--- src/rtl/fwd_hazard_scoreboard.sv ---
// ---------------------------------------------------------------------------
// fwd_hazard_scoreboard
//
// Operand forwarding and hazard detection for the ID stage. Each ID source
// port picks its operand from the register file, from one of FW_DEPTH
// in-flight pipeline stages (the youngest match wins), or from the
// long-latency unit's writeback bus. A per-register scoreboard tracks
// results still owed by the variable-latency unit (div/mul/long loads).
// The block raises a stall on a load-use, RAW or WAW hazard and counts
// stalled cycles.
//
// Ports:
//   clk, rst         clock, asynchronous active-high reset
//   id_valid_i       ID holds a valid instruction
//   id_rs_addr_i     packed source addresses, port r at [r*ADDR_W +: ADDR_W]
//   id_rs_used_i     per-port "source is actually read"
//   id_rd_addr_i     ID destination register
//   id_regwrite_i    ID instruction writes rd
//   id_long_i        ID instruction issues to the long-latency unit
//   stg_regwrite_i   stage k (bit k-1) writes its rd
//   stg_rd_addr_i    packed stage destinations, stage k at [(k-1)*ADDR_W]
//   stg_data_rdy_i   stage k result can be forwarded (0 = load in flight)
//   lo_wb_i          long unit writes back this cycle
//   lo_wb_addr_i     long unit writeback destination
//   fw_sel_o         per-port select: 0 regfile, k stage k, FW_DEPTH+1 long wb
//   stall_o          hold ID/IF and inject a bubble
//   sb_pending_o     scoreboard: register still owed by the long unit
//   stall_cnt_o      saturating count of stalled valid cycles
//   err_o            sticky: writeback to a register that was not pending
// ---------------------------------------------------------------------------
module fwd_hazard_scoreboard #(
    parameter int NUM_READ = 2,
    parameter int FW_DEPTH = 2,
    parameter int NUM_REGS = 32,
    parameter int ADDR_W   = $clog2(NUM_REGS),
    parameter int SEL_W    = $clog2(FW_DEPTH + 2),
    parameter int CNT_W    = 16
) (
    input  logic                         clk,
    input  logic                         rst,
    input  logic                         id_valid_i,
    input  logic [NUM_READ*ADDR_W-1:0]   id_rs_addr_i,
    input  logic [NUM_READ-1:0]          id_rs_used_i,
    input  logic [ADDR_W-1:0]            id_rd_addr_i,
    input  logic                         id_regwrite_i,
    input  logic                         id_long_i,
    input  logic [FW_DEPTH-1:0]          stg_regwrite_i,
    input  logic [FW_DEPTH*ADDR_W-1:0]   stg_rd_addr_i,
    input  logic [FW_DEPTH-1:0]          stg_data_rdy_i,
    input  logic                         lo_wb_i,
    input  logic [ADDR_W-1:0]            lo_wb_addr_i,
    output logic [NUM_READ*SEL_W-1:0]    fw_sel_o,
    output logic                         stall_o,
    output logic [NUM_REGS-1:0]          sb_pending_o,
    output logic [CNT_W-1:0]             stall_cnt_o,
    output logic                         err_o
);

    logic [NUM_REGS-1:0]       pending_q, pending_d;
    logic [CNT_W-1:0]          stall_cnt_q, stall_cnt_d;
    logic                      err_q, err_d;

    logic [NUM_READ*SEL_W-1:0] fwSel;
    logic [SEL_W-1:0]          portSel;
    logic                      portHit;
    logic                      portRdy;
    logic [ADDR_W-1:0]         portRs;
    logic                      loadUse;
    logic                      rawHazard;
    logic                      wawHazard;
    logic                      stallInt;
    logic                      issueLong;

    // Per-port forwarding select plus load-use and RAW detection. Stages are
    // scanned from oldest to youngest so a younger match overwrites an older
    // one, which gives the youngest writer priority. The long-unit writeback
    // bus is only used when no pipeline stage claims the register, and it
    // also satisfies a pending scoreboard entry in its own writeback cycle.
    always_comb begin
        fwSel     = '0;
        portSel   = '0;
        portHit   = 1'b0;
        portRdy   = 1'b1;
        portRs    = '0;
        loadUse   = 1'b0;
        rawHazard = 1'b0;
        for (int r = 0; r < NUM_READ; r++) begin
            portSel = '0;
            portHit = 1'b0;
            portRdy = 1'b1;
            portRs  = id_rs_addr_i[r*ADDR_W +: ADDR_W];
            if (id_rs_used_i[r] && (portRs != '0)) begin
                for (int k = FW_DEPTH; k >= 1; k--) begin
                    if (stg_regwrite_i[k-1] &&
                        (stg_rd_addr_i[(k-1)*ADDR_W +: ADDR_W] == portRs)) begin
                        portSel = SEL_W'(k);
                        portHit = 1'b1;
                        portRdy = stg_data_rdy_i[k-1];
                    end
                end
                if (!portHit && lo_wb_i && (lo_wb_addr_i == portRs)) begin
                    portSel = SEL_W'(FW_DEPTH + 1);
                end
                if (portHit && !portRdy) begin
                    loadUse = 1'b1;
                end
                if (pending_q[portRs] && !(lo_wb_i && (lo_wb_addr_i == portRs))) begin
                    rawHazard = 1'b1;
                end
            end
            fwSel[r*SEL_W +: SEL_W] = portSel;
        end
    end

    // A second write to a register the long unit still owes must wait,
    // unless that result is retiring in this very cycle.
    always_comb begin
        wawHazard = id_regwrite_i && (id_rd_addr_i != '0) && pending_q[id_rd_addr_i]
                    && !(lo_wb_i && (lo_wb_addr_i == id_rd_addr_i));
        stallInt  = id_valid_i && (loadUse || rawHazard || wawHazard);
        issueLong = id_valid_i && id_long_i && id_regwrite_i && !stallInt
                    && (id_rd_addr_i != '0);
    end

    // Scoreboard, error flag and stall counter next state. The set is applied
    // after the clear so an issue and a writeback to the same register in one
    // cycle leave the bit pending for the new operation. A writeback nobody
    // was waiting for (including x0) changes nothing but flags an error.
    always_comb begin
        pending_d   = pending_q;
        err_d       = err_q;
        stall_cnt_d = stall_cnt_q;
        if (lo_wb_i) begin
            if ((lo_wb_addr_i == '0) || !pending_q[lo_wb_addr_i]) begin
                err_d = 1'b1;
            end else begin
                pending_d[lo_wb_addr_i] = 1'b0;
            end
        end
        if (issueLong) begin
            pending_d[id_rd_addr_i] = 1'b1;
        end
        pending_d[0] = 1'b0;
        if (stallInt && !(&stall_cnt_q)) begin
            stall_cnt_d = stall_cnt_q + CNT_W'(1);
        end
    end

    // State registers; reset drops every outstanding long operation at once.
    always_ff @(posedge clk or posedge rst) begin
        if (rst) begin
            pending_q   <= '0;
            stall_cnt_q <= '0;
            err_q       <= 1'b0;
        end else begin
            pending_q   <= pending_d;
            stall_cnt_q <= stall_cnt_d;
            err_q       <= err_d;
        end
    end

    assign fw_sel_o     = fwSel;
    assign stall_o      = stallInt;
    assign sb_pending_o = pending_q;
    assign stall_cnt_o  = stall_cnt_q;
    assign err_o        = err_q;

endmodule

--- config.mk ---
export PLATFORM = sky130hd
export DESIGN_NAME = fwd_hazard_scoreboard
export DESIGN_NICKNAME = d
export VERILOG_FILES = /design/src/rtl/fwd_hazard_scoreboard.sv
export SDC_FILE = /design/constraint.sdc
export NUM_CORES = 1
export LEC_CHECK = 0
export ABC_AREA = 1
export BUFFER_PORTS_ARGS = -buffer_cell sky130_fd_sc_hd__buf_2
export CORE_MARGIN = 2
export CORE_UTILIZATION = 61
export DETAILED_ROUTE_END_ITERATION = 12
export HOLD_SLACK_MARGIN = 0.02
export PLACE_DENSITY_LB_ADDON = 0.15
export SLEW_MARGIN = 5
export SYNTH_ARGS = -nofsm -noshare
export SYNTH_HDL_FRONTEND = slang
export SYNTH_SLANG_ARGS = --single-unit
--- constraint.sdc ---
create_clock -name clk -period 4.4 [get_ports clk]
set_clock_uncertainty 0.1 [all_clocks]
set_input_delay 0.44 -clock clk [delete_from_list [all_inputs] [get_ports clk]]
set_output_delay 0.44 -clock clk [all_outputs]
set_load 0.05 [all_outputs]
==> PnR_summary.wiki, run 1 <==
{| class="wikitable"
! Metric !! Value
|-
| Syn nets || 771
|-
| Maximum level of the CTS H-tree || 2
|-
| Via-to-Cell Ratio || 6.39
|-
| Final ANT Viol Nets || 0
|-
| Worst slack on hold paths || 0.257 ns
|-
| Final Net Count || 838
|-
| Tmin final || 3.36 ns
|-
| Total of endpoints with negative setup slack in the final report || 0
|-
| Last weighted congestion value of the routability-driven placer || 1.04
|-
| Drt pass-1 iters || 8
|-
| Cell types with the largest area share after synthesis || dfrtp_1 (26%), nand2_1 (17%), nand4_1 (7.5%)
|-
| Proportion of register bits with asynchronous set or reset after synthesis || 100%
|-
| Detailed-route wire length per cell || 17.5 um
|-
| Result of the run || complete, no violations
|-
| Pre-CTS worst setup slack || 1.10 ns
|-
| Overall die area || 0.00833 mm^2
|-
| Overall die width || 91.3 um
|-
| Initial Util || 63.4%
|-
| Worst rel slew slack || 33.9%
|-
| Vias in the first global route || 5,211
|-
| Total length of routed wires || 15,700 um
|-
| Number of failing hold endpoints at the final stage || 0
|-
| Achievable Freq || 297 MHz
|-
| Clock sink total || 48
|-
| Worst Setup End Kind || output port
|-
| Worst-path cell with the longest stage delay || nand2_2
|-
| Distinct cell type count after synthesis || 47
|-
| Largest fanout on the critical path || 32
|-
| Vias || 5,716
|-
| Final period util || 76.4%
|-
| CTS tree || done
|-
| Most frequently used cell type in the post-synthesis netlist || nand2_1
|-
| Mapped cell area || 0.00464 mm^2
|-
| Clock slew at the register clock pins of the worst setup and hold paths || 0.08 ns
|-
| Post-CTS resize count || 0
|-
| Kind of critical path || in -> out
|-
| GR peak layer || met2
|-
| Global routing usage summed across all routing layers || 38.2%
|-
| Share of cells above drive strength 1 || 18.0%
|-
| Required time at the endpoint of the critical path || 3.86 ns
|-
| Cell Rows || 31
|-
| Buffers added on ports || 94
|-
| Library cell used as clock root buffer || clkbuf_8
|-
| Dominant cell type by count on the critical path || nand2_1
|-
| Static leakage || 2.64 nW
|-
| Count of final max-slew check failures || 0
|-
| Worst path max stage delay || 0.48 ns
|-
| Utilization of the core after routing || 69.1%
|-
| Pin count of the biggest net entering global routing || 49
|-
| Total of flip-flops plus latches after synthesis || 48
|-
| Leftover overflow at the end of global routing || 0
|-
| Syn Area/Cell || 6.38 um^2
|-
| DRC marker count from the first detailed-route iteration || 729
|-
| Area growth from synthesis to layout || 9.00%
|-
| Boundary Pins || 96
|-
| Clock insertion delay at the later pin of the skew report || 0.31 ns
|-
| Die outline height || 91.3 um
|-
| Antenna diode count || 0
|-
| Cells along the critical path || buf_2, inv_2, o22ai_1, nor2_1, nand3_1, o21ai_0, nand2_1, nand2_1, nand2_2, nand3_4, nand2_1, inv_1, buf_2
|-
| Number of remaining DRC errors || 0
|-
| Kind of start point of the critical path || input pin
|-
| CTS Hold Buffers Added || 0
|-
| Global-route met1 utilization || 53.7%
|-
| Number of buffers created by CTS || 5
|-
| Least-Margin Pin Slew || 0.990 ns
|-
| Initial antenna violation count || 0
|-
| Worst vdd ir || 0.311 mV
|-
| Cells after synthesis || 728
|-
| RSZ-0062 raised after global routing || no
|-
| Synth Flop Type || dfrtp_1
|-
| Share of Yosys cell area claimed by the top area cell type || 25.9%
|-
| Synthesis Warnings || 0
|-
| Post CTS Setup Buffer Count || 0
|-
| Number of buffers on the longest clock path || 2
|-
| WP data arrival || 2.82 ns
|-
| Synth area leader || dfrtp_1
|-
| Placeable core area || 0.00733 mm^2
|-
| Share of the yosys chip area belonging to registers || 25.9%
|-
| Most frequent cells after synthesis || nand2_1 (206), nor2_1 (77), inv_1 (68)
|-
| Final Worst Setup Slack || 1.04 ns
|-
| Overall power after layout || 0.00140 W
|-
| Cell area power density || 277 mW/mm^2
|-
| Met2 GRT Util || 58.8%
|-
| Class of the worst hold path || in -> async
|-
| Met3 Use GR || 6.39%
|-
| Count of flip-flops with a built-in enable after synthesis || 0
|-
| Wire length of the first global-routing pass || 25,900 um
|-
| HPWL reported at the end of detailed placement || 11,500 um
|-
| Count of maximum capacitance violations || 0
|-
| Setup TNS || 0 ns
|}
## metal layers
metal | vias up | routed length [um]
met5 | - | 0
met4 | 0 | 554
met3 | 78 | 2030
met2 | 446 | 6960
met1 | 2576 | 6140
li1 | 2616 | -
## registers in the layout (all words and copies together), names as in the netlist
| name | cells |
|---|---|
| stall_cnt_o | 16 |
| sb_pending_o | 31 |
| err_o | 1 |
## per-stage QoR
step	instances	area, um^2
2_1_floorplan	728	4640
3_3_place_gp	887	4980
3_5_place_dp	887	4980
4_1_cts	894	5060
5_1_grt	894	5060
6_report	894	5060
## worst paths after layout
kind / start / to / slack [ns] / cells after the start
worst max-delay path: id_rs_addr_i[5] / stall_o / 1.04 / 13
worst min-delay path: rst / sb_pending_o[17] / 0.26 / 2
worst max register to register: stall_cnt_o[0] / stall_cnt_o[7] / 1.62 / 7
worst min register to register: err_o / err_o / 0.38 / 1
max in group asynchronous: rst / stall_cnt_o[11] / 3.34 / 2
min in group clk: err_o / err_o / 0.38 / 1
## logic make-up after synthesis
logic type	Yosys count	share of synthesized area, %
simple gates	432	41.9
buf+inv	116	12.3
compound gates	115	16.8
flops	48	25.9
xor+xnor	15	2.83
fa+ha+maj	1	0.269
other cells	1	0.0807
## critical path: cells and delay by family
kind / cells / cell delay (ns)
simple gates: 7 / 1.31
buf+inv: 4 / 0.77
compound gates: 2 / 0.30
## area by class of cell
type / count / area (um^2)
multi-input cells: 564 / 2870
fillers: 683 / 2270
flip-flops and latches: 48 / 1200
repair buffers: 95 / 478
inverters: 81 / 307
well taps: 99 / 124
clock buffers: 5 / 68.8
clock inverters: 2 / 12.5
## power by group
part           internal [W]  leakage, nW  switching [W]
logic              0.000149         1.95       0.000438
registers          0.000484        0.651      0.0000775
clock network      0.000108       0.0400       0.000148
total              0.000741         2.64       0.000664
## cell usage in the layout (no fill, tap or decap), types with 3 or more instances in the layout
master,instances
clkbuf_8,5
o211ai_1,3
xor2_1,7
nor2_2,4
nor2_1,77
inv_2,12
nand2_1,206
nand2_2,14
a22oi_1,12
o22ai_1,22
o31ai_1,31
o21ai_1,4
dfrtp_1,48
o21ai_0,14
inv_1,67
nand4_1,56
buf_2,94
nor3_1,13
xnor2_1,8
a21oi_1,15
nand3_1,55
Note: power is estimated with default switching activity, not from simulation.
==> run 2: changes to the inputs <==
--- a/config.mk
+++ b/config.mk
@@ -5,10 +5,10 @@
 export SDC_FILE = /design/constraint.sdc
 export NUM_CORES = 1
 export LEC_CHECK = 0
-export ABC_AREA = 1
+export ABC_AREA = 0
 export BUFFER_PORTS_ARGS = -buffer_cell sky130_fd_sc_hd__buf_2
 export CORE_MARGIN = 2
-export CORE_UTILIZATION = 61
+export CORE_UTILIZATION = 49
 export DETAILED_ROUTE_END_ITERATION = 12
 export HOLD_SLACK_MARGIN = 0.02
 export PLACE_DENSITY_LB_ADDON = 0.15
==> constraint.sdc (replaced) <==
create_clock -name clk -period 3.05 [get_ports clk]
set_clock_uncertainty 0.1 [all_clocks]
set_input_delay 0.305 -clock clk [delete_from_list [all_inputs] [get_ports clk]]
set_output_delay 0.305 -clock clk [all_outputs]
set_load 0.05 [all_outputs]
==> run 2 against run 1 <==
  * Utilization down 10 points
  * Largest power group is now registers
  * First-iteration DRC count down 61%
  * Global-route usage down 11 points
  * Synthesized cell count down 45%
==> PnR_summary.wiki, run 2 <==
{| class="wikitable"
! Metric !! Value
|-
| Number of cells in the design after placement || 574 (-35%)
|-
| Clock sink total || 48 (unchanged)
|-
| Most common cell after layout, fill and taps aside || buf_2
|-
| Antenna diode count || 0 (unchanged)
|-
| Initial antenna violation count || 0 (unchanged)
|-
| Total of endpoints with negative setup slack in the final report || 0 (unchanged)
|-
| Total length of routed wires || 12,000 um (-24%)
|-
| Buffers added on ports || 94 (unchanged)
|-
| Area used by multi-input combinational logic || 0.00254 mm^2 (-12%)
|-
| Most frequent cells in the layout || buf_2 (94), dfrtp_1 (48), o21ai_0 (39), xor2_1 (29), xnor2_1 (21)
|-
| Tmin final || 2.93 ns
|-
| Area growth from synthesis to layout || 15.6%
|-
| Final period util || 96.0%
|-
| R2R setup slack || 0.23 ns (-1.39 ns)
|-
| Worst rel slew slack || 33.7% (-0.18 points)
|-
| Share of Yosys cell area claimed by the top area cell type || 30.4% (+4.5 points)
|-
| Mapped cell area || 0.00396 mm^2 (-15%)
|-
| Cells after synthesis || 399 (-45%)
|-
| Count of final max-slew check failures || 0 (unchanged)
|-
| Achievable Freq || 342 MHz
|-
| Number of buffers created by CTS || 5 (unchanged)
|-
| Least-Margin Pin Slew || 0.993 ns (+0.00273 ns)
|-
| Worst vdd ir || 0.523 mV (+68%)
|-
| Synth Flop Type || dfrtp_1
|-
| WP data arrival || 2.52 ns (-0.30 ns)
|-
| Required time at the endpoint of the critical path || 2.64 ns (-1.22 ns)
|-
| Overall die area || 0.00881 mm^2 (+5.7%)
|-
| Share of cells above drive strength 1 || 32.1% (+14 points)
|-
| Result of the run || complete, no violations
|-
| Share of the yosys chip area belonging to registers || 30.4% (+4.5 points)
|-
| Boundary Pins || 96 (unchanged)
|-
| CTS tree || done
|-
| Most frequent cells after synthesis || dfrtp_1 (48), o21ai_0 (39), xor2_1 (29)
|-
| Drt pass-1 iters || 5 (-3)
|-
| Vias || 3,672 (-36%)
|-
| Final Net Count || 522 (-38%)
|-
| RSZ-0062 raised after global routing || no
|-
| Count of flip-flops with a built-in enable after synthesis || 0 (unchanged)
|-
| Number of failing hold endpoints at the final stage || 0 (unchanged)
|-
| Cell area power density || 476 mW/mm^2 (+72%)
|-
| Kind of critical path || reg -> out
|-
| Die outline height || 93.8 um (+2.8%)
|-
| Final ANT Viol Nets || 0 (unchanged)
|-
| Highest routing layer actually used || met4
|-
| Number of inserted filler cells in the final layout || 685 (+0.29%)
|-
| Placeable core area || 0.00777 mm^2 (+6.0%)
|-
| Worst flop-to-flop path startpoint || sb_pending_o[24]
|-
| Largest fanout on the critical path || 6 (-81%)
|-
| Static leakage || 2.03 nW (-23%)
|-
| Met3 WL || 1100 um (-46%)
|-
| Via-to-Cell Ratio || 6.31 (-1.3%)
|-
| Overall power after layout || 0.00218 W (+55%)
|-
| Worst slack on hold paths || 0.133 ns (-0.124 ns)
|-
| Largest register FFs || 31 (unchanged)
|-
| Global routing usage summed across all routing layers || 27.4% (-11 points)
|-
| Setup TNS || 0 ns (unchanged)
|-
| Maximum level of the CTS H-tree || 2 (unchanged)
|-
| Number of cells on the worst reg-to-reg path || 8 (+1)
|-
| Detailed-route wire length per cell || 20.5 um (+17%)
|-
| Leftover overflow at the end of global routing || 0 (unchanged)
|-
| Number of buffers on the longest clock path || 2 (unchanged)
|-
| DRC marker count from the first detailed-route iteration || 287 (-61%)
|-
| Total of flip-flops plus latches after synthesis || 48 (unchanged)
|-
| Number of remaining DRC errors || 0 (unchanged)
|-
| Cell types with the largest area share after synthesis || dfrtp_1 (30%), mux4_2 (9.1%), xor2_1 (6.4%)
|-
| Proportion of register bits with asynchronous set or reset after synthesis || 100% (unchanged)
|-
| Distinct cell type count after synthesis || 59 (+26%)
|-
| Class of the worst hold path || in -> async
|-
| CTS Hold Buffers Added || 0 (unchanged)
|-
| Flip-flop and latch area || 0.00120 mm^2 (unchanged)
|-
| Overall die width || 93.8 um (+2.8%)
|-
| Endpoint of the worst register-to-register path || sb_pending_o[4]
|-
| Syn nets || 442 (-43%)
|-
| Last weighted congestion value of the routability-driven placer || 0.939 (-10%)
|-
| Cell Rows || 32 (+3.2%)
|-
| Synth area leader || dfrtp_1
|-
| Most frequently used cell type in the post-synthesis netlist || dfrtp_1
|-
| Vias in the first global route || 3,585 (-31%)
|-
| Non-Filler Instances || 582 (-35%)
|-
| Library cell used as clock root buffer || clkbuf_8
|-
| Pin count of the biggest net entering global routing || 49 (unchanged)
|-
| Syn Area/Cell || 9.91 um^2 (+55%)
|-
| Initial Util || 50.9% (-12 points)
|-
| HPWL reported at the end of detailed placement || 8900 um (-22%)
|-
| Synthesis Warnings || 0 (unchanged)
|-
| Wire length of the first global-routing pass || 18,700 um (-28%)
|-
| Clock slew at the register clock pins of the worst setup and hold paths || 0.09 ns (about the same)
|-
| Detail Route met2 WL || 5570 um (-20%)
|-
| Kind of start point of the critical path || register
|-
| Length of routed wiring on met1 || 5100 um (-17%)
|-
| Clock insertion delay at the later pin of the skew report || 0.30 ns (about the same)
|-
| Count of maximum capacitance violations || 0 (unchanged)
|-
| Worst Setup End Kind || output port
|}
==> run 2: changes by cell type after synthesis, sizes merged, moves of 16 or more <==
cell and delta:
inv -72, mux2i +20, mux4 +17, nand2 -203, nand3 -40, nand4 -50
nor2 -76, o21ai +28, o22ai -16, xor2 +22
==> run 2: layout make-up <==
cell class	count	share of cell area, %
inverters	8	0.657
clock inverters	3	0.930
clock buffers	5	1.50
multi-input cells	311	55.5
repair buffers	105	12.4
flip-flops and latches	48	26.3
well taps	102	2.79
==> run 2: worst max-delay path by stage <==
stage,from,endpoint,slack [ns],cells past startpoint
after floorplan,sb_pending_o[29],stall_o,0.09,6
after global placement,id_rs_addr_i[5],sb_pending_o[12],0.24,9
after detailed placement,id_rd_addr_i[0],sb_pending_o[4],0.16,10
after CTS,sb_pending_o[22],stall_o,0.10,7
after global routing,sb_pending_o[15],stall_o,0.03,6
final,sb_pending_o[24],stall_o,0.12,7
==> run 2: metrics by stage <==
step           setup slack (ns)  cell area [um^2]  util [%]
5_1_grt                  0.0268              4570      58.9
3_5_place_dp              0.163              4440      57.2
2_1_floorplan            0.0899              3960         -
6_report                  0.123              4570      58.9
3_3_place_gp              0.240              4440      57.2
4_1_cts                   0.102              4550      58.6
==> run 2: kinds of logic (layout without fill, tap and decap cells) <==
| kind of cell | Yosys count | in the layout | synth area share [%] |
|---|---|---|---|
| adders and majority gates | 1 | 1 | 0.316 |
| xor gates and xnor gates | 50 | 50 | 11.1 |
| and+or+nand+nor | 117 | 117 | 18.3 |
| DFF | 48 | 48 | 30.4 |
| buffers and inverters | 40 | 121 | 5.95 |
| muxes | 48 | 48 | 18.1 |
| AOI/OAI and AO/OA | 94 | 94 | 15.9 |
| other | 1 | 1 | 0.0948 |
==> run 2: report_power, final <==
group          internal [W]  total [W]  switching, W
Sequential         0.000716   0.000859      0.000143
Clock              0.000243   0.000463      0.000220
Combinational      0.000285   0.000857      0.000572
==> run 2: repair_timing <==
action / 4_1_cts / 5_1_grt
setup buffers: 0 / 0
gates resized for setup: 0 / 2
endpoints found under the setup margin: 0 / 1
==> run 2: routing by layer <==
metal / vias up / global-route usage [%]
met5: - / 0
met4: 0 / 8.45
met3: 21 / 4.57
met2: 211 / 43.2
met1: 1787 / 38.8
li1: 1653 / -
==> run 2: critical path: stages (launching register included) <==
cell and delay, ns:
dfrtp_1 0.48, mux2_4 0.30, or3_1 0.32, a311oi_2 0.32, a2111oi_4 0.10, o31ai_4 0.36, a21boi_1 0.12, buf_2 0.23
